[src/rtl/dmem_ctrl_if.sv]
// Core-side request/response and memory-side strobe bundle for dmem_ctrl.
// slave = controller view; master = core plus memory view.
interface dmem_ctrl_if #(
    parameter int DATA_W = 32,
    parameter int ADDR_W = 6
);
    logic              req_valid;
    logic              req_ready;
    logic              req_we;
    logic [ADDR_W-1:0] req_addr;
    logic [DATA_W-1:0] req_wdata;

    logic              rsp_valid;
    logic              rsp_ready;
    logic [DATA_W-1:0] rsp_data;
    logic              rsp_err;

    logic              mem_ce;
    logic              mem_we;
    logic [ADDR_W-1:0] mem_addr;
    logic [DATA_W-1:0] mem_din;
    logic [DATA_W-1:0] mem_dout;

    modport slave (
        input  req_valid, req_we, req_addr, req_wdata, rsp_ready, mem_dout,
        output req_ready, rsp_valid, rsp_data, rsp_err,
        output mem_ce, mem_we, mem_addr, mem_din
    );

    modport master (
        output req_valid, req_we, req_addr, req_wdata, rsp_ready, mem_dout,
        input  req_ready, rsp_valid, rsp_data, rsp_err,
        input  mem_ce, mem_we, mem_addr, mem_din
    );
endinterface

[src/rtl/dmem_ctrl.sv]
// Generic show-ahead FIFO: head visible combinationally, push/pop same cycle legal.
// Latency: written entry visible at head the cycle after push.
// Backpressure: caller must not push when count == DEPTH.
module sync_fifo #(
    parameter int W     = 8,
    parameter int DEPTH = 4,
    localparam int PW   = $clog2(DEPTH),
    localparam int CW   = $clog2(DEPTH) + 1
) (
    input  logic          clk,
    input  logic          rst_n,
    input  logic          push_i,
    input  logic [W-1:0]  din_i,
    input  logic          pop_i,
    output logic [W-1:0]  head_o,
    output logic [CW-1:0] count_o
);
    logic [W-1:0]  store_q [DEPTH];
    logic [PW-1:0] wr_ptr_q, rd_ptr_q;
    logic [CW-1:0] count_q;

    always_ff @(posedge clk or negedge rst_n) begin
        if (!rst_n) begin
            wr_ptr_q <= '0;
            rd_ptr_q <= '0;
            count_q  <= '0;
        end else begin
            if (push_i) wr_ptr_q <= wr_ptr_q + 1'b1;
            if (pop_i)  rd_ptr_q <= rd_ptr_q + 1'b1;
            count_q <= count_q + CW'(push_i) - CW'(pop_i);
        end
    end

    always_ff @(posedge clk) begin
        if (push_i) store_q[wr_ptr_q] <= din_i;
    end

    assign head_o  = store_q[rd_ptr_q];
    assign count_o = count_q;
endmodule

// In-order load/store queue in front of a sync-read data memory, with address range check.
// Latency: load accepted at E0 issues E0..E1, response valid from E2; store written at E1.
// Backpressure: req_ready drops at DEPTH queued; queue stalls while a response is unaccepted.
module dmem_ctrl #(
    parameter int DATA_W    = 32,
    parameter int ADDR_W    = 6,
    parameter int DEPTH     = 4,
    parameter int MEM_WORDS = 64
) (
    input  logic       clk,
    input  logic       rst_n,
    dmem_ctrl_if.slave bus,
    output logic       wr_drop,
    output logic       idle
);
    localparam int CW = $clog2(DEPTH) + 1;
    localparam logic [ADDR_W:0] ADDR_LIM = (ADDR_W+1)'(MEM_WORDS);

    typedef struct packed {
        logic              we;
        logic [ADDR_W-1:0] addr;
        logic [DATA_W-1:0] wdata;
    } req_t;

    typedef enum logic [1:0] {IDLE, ISSUE, WAIT, RESP} state_t;

    state_t            state_q, state_d;
    logic [DATA_W-1:0] rsp_data_q, rsp_data_d;
    logic              rsp_err_q, rsp_err_d;
    logic              wr_drop_q, wr_drop_d;

    req_t              push_dat, head;
    logic              push, pop, in_range;
    logic [CW-1:0]     count, count_nxt;

    assign push_dat  = '{we: bus.req_we, addr: bus.req_addr, wdata: bus.req_wdata};
    assign push      = bus.req_valid & bus.req_ready;
    assign pop       = (state_q == ISSUE);
    assign count_nxt = count + CW'(push) - CW'(pop);
    assign in_range  = ({1'b0, head.addr} < ADDR_LIM);

    sync_fifo #(.W($bits(req_t)), .DEPTH(DEPTH)) u_fifo (
        .clk     (clk),
        .rst_n   (rst_n),
        .push_i  (push),
        .din_i   (push_dat),
        .pop_i   (pop),
        .head_o  (head),
        .count_o (count)
    );

    always_ff @(posedge clk or negedge rst_n) begin
        if (!rst_n) begin
            state_q    <= IDLE;
            rsp_data_q <= '0;
            rsp_err_q  <= 1'b0;
            wr_drop_q  <= 1'b0;
        end else begin
            state_q    <= state_d;
            rsp_data_q <= rsp_data_d;
            rsp_err_q  <= rsp_err_d;
            wr_drop_q  <= wr_drop_d;
        end
    end

    // Transitions look at the post-edge occupancy so a push in the same cycle is not missed.
    always_comb begin
        state_d      = state_q;
        rsp_data_d   = rsp_data_q;
        rsp_err_d    = rsp_err_q;
        wr_drop_d    = 1'b0;
        bus.mem_ce   = 1'b0;
        bus.mem_we   = 1'b0;
        bus.mem_addr = '0;
        bus.mem_din  = '0;
        case (state_q)
            IDLE: begin
                if (count_nxt != '0) state_d = ISSUE;
            end
            ISSUE: begin
                if (in_range) begin
                    bus.mem_ce   = 1'b1;
                    bus.mem_we   = head.we;
                    bus.mem_addr = head.addr;
                    bus.mem_din  = head.wdata;
                end
                if (head.we) begin
                    wr_drop_d = ~in_range;
                    state_d   = (count_nxt != '0) ? ISSUE : IDLE;
                end else if (in_range) begin
                    state_d = WAIT;
                end else begin
                    rsp_data_d = '0;
                    rsp_err_d  = 1'b1;
                    state_d    = RESP;
                end
            end
            WAIT: begin
                rsp_data_d = bus.mem_dout;
                rsp_err_d  = 1'b0;
                state_d    = RESP;
            end
            RESP: begin
                if (bus.rsp_ready) state_d = (count_nxt != '0) ? ISSUE : IDLE;
            end
            default: state_d = IDLE;
        endcase
    end

    assign bus.req_ready = (count < CW'(DEPTH));
    assign bus.rsp_valid = (state_q == RESP);
    assign bus.rsp_data  = rsp_data_q;
    assign bus.rsp_err   = rsp_err_q;
    assign wr_drop       = wr_drop_q;
    assign idle          = (count == '0) && (state_q == IDLE);
endmodule

[src/flat_wrapper.sv]
// flat-port wrapper written by rule: the top's interface ports become plain ports
module dmem_ctrl_flat 
#(
    parameter int DATA_W    = 32,
    parameter int ADDR_W    = 6,
    parameter int DEPTH     = 4,
    parameter int MEM_WORDS = 64
)
  (clk, rst_n, wr_drop, idle, bus_req_valid, bus_req_we, bus_req_addr, bus_req_wdata, bus_rsp_ready, bus_mem_dout, bus_req_ready, bus_rsp_valid, bus_rsp_data, bus_rsp_err, bus_mem_ce, bus_mem_we, bus_mem_addr, bus_mem_din);
  dmem_ctrl_if #(.DATA_W(DATA_W), .ADDR_W(ADDR_W)) bus_i ();
  input  logic clk;
  input  logic rst_n;
  output logic wr_drop;
  output logic idle;
  input wire logic [$bits(bus_i.req_valid)-1:0] bus_req_valid;
  input wire logic [$bits(bus_i.req_we)-1:0] bus_req_we;
  input wire logic [$bits(bus_i.req_addr)-1:0] bus_req_addr;
  input wire logic [$bits(bus_i.req_wdata)-1:0] bus_req_wdata;
  input wire logic [$bits(bus_i.rsp_ready)-1:0] bus_rsp_ready;
  input wire logic [$bits(bus_i.mem_dout)-1:0] bus_mem_dout;
  output wire logic [$bits(bus_i.req_ready)-1:0] bus_req_ready;
  output wire logic [$bits(bus_i.rsp_valid)-1:0] bus_rsp_valid;
  output wire logic [$bits(bus_i.rsp_data)-1:0] bus_rsp_data;
  output wire logic [$bits(bus_i.rsp_err)-1:0] bus_rsp_err;
  output wire logic [$bits(bus_i.mem_ce)-1:0] bus_mem_ce;
  output wire logic [$bits(bus_i.mem_we)-1:0] bus_mem_we;
  output wire logic [$bits(bus_i.mem_addr)-1:0] bus_mem_addr;
  output wire logic [$bits(bus_i.mem_din)-1:0] bus_mem_din;
  assign bus_i.req_valid = bus_req_valid;
  assign bus_i.req_we = bus_req_we;
  assign bus_i.req_addr = bus_req_addr;
  assign bus_i.req_wdata = bus_req_wdata;
  assign bus_i.rsp_ready = bus_rsp_ready;
  assign bus_i.mem_dout = bus_mem_dout;
  assign bus_req_ready = bus_i.req_ready;
  assign bus_rsp_valid = bus_i.rsp_valid;
  assign bus_rsp_data = bus_i.rsp_data;
  assign bus_rsp_err = bus_i.rsp_err;
  assign bus_mem_ce = bus_i.mem_ce;
  assign bus_mem_we = bus_i.mem_we;
  assign bus_mem_addr = bus_i.mem_addr;
  assign bus_mem_din = bus_i.mem_din;
  dmem_ctrl #(.DATA_W(DATA_W), .ADDR_W(ADDR_W), .DEPTH(DEPTH), .MEM_WORDS(MEM_WORDS)) u_core (.clk(clk), .rst_n(rst_n), .bus(bus_i), .wr_drop(wr_drop), .idle(idle));
endmodule
[config.mk]
export PLATFORM = sky130hd
export DESIGN_NAME = dmem_ctrl_flat
export DESIGN_NICKNAME = d
export VERILOG_FILES = /design/src/rtl/dmem_ctrl_if.sv /design/src/rtl/dmem_ctrl.sv /design/src/flat_wrapper.sv
export SDC_FILE = /design/constraint.sdc
export NUM_CORES = 1
export LEC_CHECK = 0
export ABC_AREA = 1
export ABC_CLOCK_PERIOD_IN_PS = 3000
export CELL_PAD_IN_SITES_DETAIL_PLACEMENT = 1
export CELL_PAD_IN_SITES_GLOBAL_PLACEMENT = 2
export CORE_AREA = 2 2 136 204
export DETAILED_ROUTE_END_ITERATION = 12
export DIE_AREA = 0 0 138 206
export PLACE_DENSITY = 0.74
export SLEW_MARGIN = 30
export SYNTH_ARGS = -nofsm -noshare
export SYNTH_HDL_FRONTEND = slang
export SYNTH_SLANG_ARGS = --single-unit
[constraint.sdc]
create_clock -name clk -period 3 [get_ports clk]
set_input_delay 0.6 -clock clk [delete_from_list [all_inputs] [get_ports clk]]
set_output_delay 0.6 -clock clk [all_outputs]
set_load 0.05 [all_outputs]
# Yosys cells after proc, flatten, opt, wreduce, memory -nomap -nowiden
# Memory sizes are Yosys's and may differ from the RTL's.
# Cells that the tools add are included.
# totals
input_bits	75
ff_bits	41
ram_bits	156
n_memories	1
word_cells	33
output_inout_bits	77
# memory_table
name	words	width	rd	rd_ports_with_merged_regs	wr	line_no	text
u_core.u_fifo.store_q	4	39	1	0	1	dmem_ctrl.sv:18	logic [W-1:0] store_q [DEPTH];
# classes
n_bitwise	1
magnitude_cmp	1
add_sub_neg	4
n_eq_ne	5
n_mux	11
reduce_logical	5
# op_table
cell	count
two-way mux 32 bit	1
case mux 2 bit (4 select lines)	1
two-way mux 2 bit	3
two-way mux 6 bit	1
two-way mux 1 bit	5
adder 2 x 1 -> 2 bit (second input constant)	2
== test 2 bit (second input constant)	2
adder 3 x 1 -> 3 bit	1
logical NOT 3 bit	1
< comparator 3 bit (second input constant)	1
nonzero test 3 bit	1
subtractor 3 x 1 -> 3 bit	1
== test 2 x 1 -> 1 bit (second input constant)	1
logical NOT 2 bit	1
inequality test 2 x 1 -> 1 bit (second input constant)	1
inequality test 2 bit (second input constant)	1
AND reduction 2 bit	1
AND 1 bit	1
logical AND 1 bit	1

# Longest topological paths before layout
# depth
word_depth	8
depth_mapped	14
depth_no_buf	13

# By module
# From an unflattened synthesis, not the netlist that was laid out.
# unflattened
cells_unflattened	909
area_unflattened_um2	8708.4
# by_module_without_submodules
mod	area_per_inst_um2	seq_area_each_um2	n_inst	cells_each
sync_fifo	6935.4	4859.7	1	655
dmem_ctrl	1773.0	850.8	1	254

# Worst setup path after synthesis
# No wires, ideal clock.
# synth_timing
path_kind	flip-flop to flip-flop
start	register u_core.u_fifo.count_q[2] (netlist: u_core.u_fifo.count_o[2])
end	memory u_core.u_fifo.store_q[0][0] (netlist name), enable pin
period_less_slack_ps	3156
path_slack_ps	-156
setup_ps	436
t_arrival_ps	2720
required_time_ps	2564
stages_incl_launch_ff	4
path_buffers	0
cell_sequence	dfrtp_1 > inv_1 > nand2_1 > nor2_1
# synth_between
elab_chain_len	4
# synth_lines
element	line_no	text
start, declared	dmem_ctrl.sv:20	logic [CW-1:0] count_q;
start signal, assigned	dmem_ctrl.sv:30	count_q <= count_q + CW'(push_i) - CW'(pop_i);
< comparator 3 bit	dmem_ctrl.sv:151	assign bus.req_ready = (count < CW'(DEPTH));
via bus_req_ready	flat_wrapper.sv:21	output wire logic [$bits(bus_i.req_ready)-1:0] bus_req_ready;
AND 1 bit	dmem_ctrl.sv:78	assign push = bus.req_valid & bus.req_ready;
two-way mux 1 bit	dmem_ctrl.sv:35	if (push_i) store_q[wr_ptr_q] <= din_i;
two-way mux 1 bit (implied by the code)	dmem_ctrl.sv:35	
end, declared	dmem_ctrl.sv:18	
# The timed path passes the listed nets, and every way through them passes these cells.

# Final worst setup path
# layout_timing
start	register u_core.state_q[0]
end	output port bus_mem_din[27]
# layout_between
elab_chain_len	2
# layout_lines
element	line_no	text
start, declared	dmem_ctrl.sv:68	state_t state_q, state_d;
start signal, assigned	dmem_ctrl.sv:100	state_q <= state_d;
== test 2 x 1 -> 1 bit	dmem_ctrl.sv:117	case (state_q)
two-way mux 32 bit	dmem_ctrl.sv:117	
end, declared	flat_wrapper.sv:28	output wire logic [$bits(bus_i.mem_din)-1:0] bus_mem_din;
# Every way passes these cells.

==> results.md <==
* Max Clk Rate at approximately 350 MHz
* Origin of the critical flop-to-flop path: u_core.state_q[0]
* IO Port Bufs at approximately 150
* Min Tclk post-route at approximately 2900 ps
* Synth top area share at approximately three fifths
* CTS tree: yes
* EDFF count, synth at around 160
* Core area at between 20000 and 30000 sq um
* CTS Buf Count at 17
* Ys flop type: edfxtp_1
* Max-cap violations at 0
* Worst Tran Pin Value at between 600 and 700 ps
* DR vias/cell at 4.503
* Initial Utilization at 29.20%
* CTS Hold Bufs at 0
* H-tree level count at 4
* Final period utilization at between 90% and 100%
* Yosys reg bits at just under 200
* CP bufs+invs at 4
* Chip Height at between 200 and 250 um
* Maximum number of pins on one net before global-route repair at slightly above 40
* Warnings, synthesis at 0
* Post-CTS Setup Bufs at 0
* CP max stage delay at roughly 470 ps
* Drt initial violations at 204
* Most frequent cell after synthesis: nor2_1
* Worst path slowest cell: dfrtp_1
* Maximum clock path buffer count at 2
* Critical path capture point type: output pin
* Top post-synthesis cells by count: 159 x nor2_1, 156 x edfxtp_1, 117 x nand2_1
* Mapped Area at approximately 7800 sq um
* IO Count at between 150 and 200
* CTS root buf: clkbuf_16
* CTS sink count at between 150 and 200
* Final wirelength at a little under 20000 um
* Status: complete, no violations
* Hpwl dp at roughly 13000 um
* Die area at 28430 sq um
* Layout cells sized above 1 at 12.70%
* Pleak at approximately 4.0 nW
* Register area share after synthesis at between 70% and 80%
* CP top delay family: buffers and inverters
* CP arrival at about 2300 ps
* Max_slew headroom at around 56%
* Largest cells by area after synthesis: edfxtp_1 60%, dfrtp_1 13%, nor2_1 7.6%
* FP Rows at 74
* Maximum vdd drop at a little over 0.6 mV
* Vias at ~5300
* Worst Path Required at 2400 ps
* Critical path class: flip-flop to output pin
* Fill count at about 2900
* Setup crit start: u_core.state_q[0]
* TNS Setup at 0 ps
* Cell chain of the critical path: inv_2 > nor2_4 > inv_2 > buf_4 > a21oi_1 > buf_12
* Synth area leader: edfxtp_1
* Pins Over Slew Limit at 0
* First-pass GRT wire length at a little over 30000 um
* Final setup viols at 0
* # nets final at roughly 900
* Post-route insts no fill at ~1200
* Hold Fails Final Rpt at 0
* Worst-skew pair later-pin latency at 440 ps
* Placed Cells at roughly 1100
* Avg Cell Area, Syn at 11.83 sq um
* Initial antenna violation count at 2
* PD cells at about 1200 nW/um^2
* Area growth from synthesis to layout at 36.81%
* # DRC at 0
* Die Wd at approximately 140 um
* Post-Syn Instances at approximately 660
* Gpl congestion at 0.7119
* Vias in the first global route at approximately 5800
* Synth async-reset ratio at approximately a fifth
* Worst hold-check path type: input pin to async pin
* Unrepaired setup endpoints after global routing: false
* Startpoint class of the critical path: flip-flop
* CTS clk-pin slew, worst paths at roughly 70 ps
* Crit Path Max Fanout at 17
* Synth cell types at 22
* Drt wl/cell at roughly 17 um
* GRT Overall Usage at between 10% and 20%
* CP dominant cell by count: inv_2
* Total gr overflow at 0
* Fin Clk Skew at around 12 ps
* 1st-pass router iterations at 4
* Antenna viol nets, final at 0
## flip-flops by register name, summed over array words and instances, names as in the netlist, named ones only
| register | flops |
|---|---|
| u_core.u_fifo.wr_ptr_q | 2 |
| u_core.u_fifo.rd_ptr_q | 2 |
| u_core.u_fifo.count_o | 3 |
| u_core.state_q | 1 |
| u_core.bus.rsp_data | 32 |
| u_core.u_fifo.store_q | 156 |
## repair_timing
item / CTS / global route
hold endpoints to repair: 0 / 0
endpoints found under the setup margin: 0 / 2
gates resized for setup: 0 / 1
## worst paths after layout
| path | endpoint | slack [ps] | cells after the start |
|---|---|---|---|
| setup / recovery | bus_mem_din[27] | 120 | 6 |
| hold / removal | u_core.bus.rsp_data[18] | 180 | 1 |
| setup reg to reg | u_core.state_q[0] | 660 | 13 |
| hold reg to reg | u_core.bus.rsp_data[22] | 470 | 2 |
| max in group asynchronous | u_core.bus.rsp_data[28] | 2130 | 2 |
| min in group clk | u_core.bus.rsp_data[22] | 470 | 2 |
## stage by stage
stage	hold slack, ps	setup WS, ps	cell area, sq um	util (%)	power [mW]
2_1_floorplan	304.4	-155.9	7845	-	7.895
3_3_place_gp	452.7	480.5	10110	37.64	10.68
3_5_place_dp	461.8	437.7	10110	37.64	10.78
4_1_cts	192.7	71.37	10720	39.93	13.21
5_1_grt	216.0	18.08	10730	39.94	13.72
6_report	179.5	125.0	10730	39.95	12.99
## kinds of logic after synthesis
family                     synth area share, %
and+or+nand+nor                          13.99
DFF                                      72.83
AOI/OAI and AO/OA                        7.404
buffers and inverters                    4.340
adders and majority gates                1.053
xor gates and xnor gates                0.3351
other                                  0.04782
## layer usage
layer / track usage, % / part of all wire (%) / vias to the layer above
li1: - / - / 2538
met1: 15.13 / 39 / 2574
met2: 25.85 / 52 / 132
met3: 4.819 / 7.0 / 23
met4: 5.576 / 1.8 / 2
met5: 0 / 0.066 / -
## placed cells by master, fill, tap and decap left out, drive strengths merged
cell type,netlist,layout
nor2,161,161
edfxtp,156,156
nand2,117,117
clkdlybuf4s50,0,109
o21ai,77,77
buf,28,59
dfrtp,41,41
a21oi,39,39
inv,18,25
clkbuf,9,17
nand3,5,5
ha,5,5
xor2,3,3
bufinv,0,3
clkinv,0,3
conb,1,2
clkinvlp,0,2
diode,0,1
nand3b,1,1
nor4,1,1
fa,1,1
## power by group
group	leakage (nW)	switching [mW]	internal, mW	total [mW]
registers	1.91	0.292	3.57	3.86
clock network	0.296	1.05	1.33	2.39
logic	1.79	4.26	2.48	6.75
## layout make-up
cell class,instances,area [sq um],share of cell area [%]
clock buffer,17,425.4,3.965
timing repair buffer,168,2073,19.33
sequential,197,5715,53.28
antenna,1,2.502,0.02333
multi-input combinational,412,1824,17.00
clock inverter,15,188.9,1.761
tap,342,427.9,3.989
inverter,18,70.07,0.6531
## worst reg2reg max path: cells and delay by family, from the launching register on
family / cells / cell delay, ps
fa+ha+maj: 2 / 690
buf+inv: 3 / 380
flops: 1 / 470
simple gates: 8 / 710
Power figures use the tool's default switching activity.
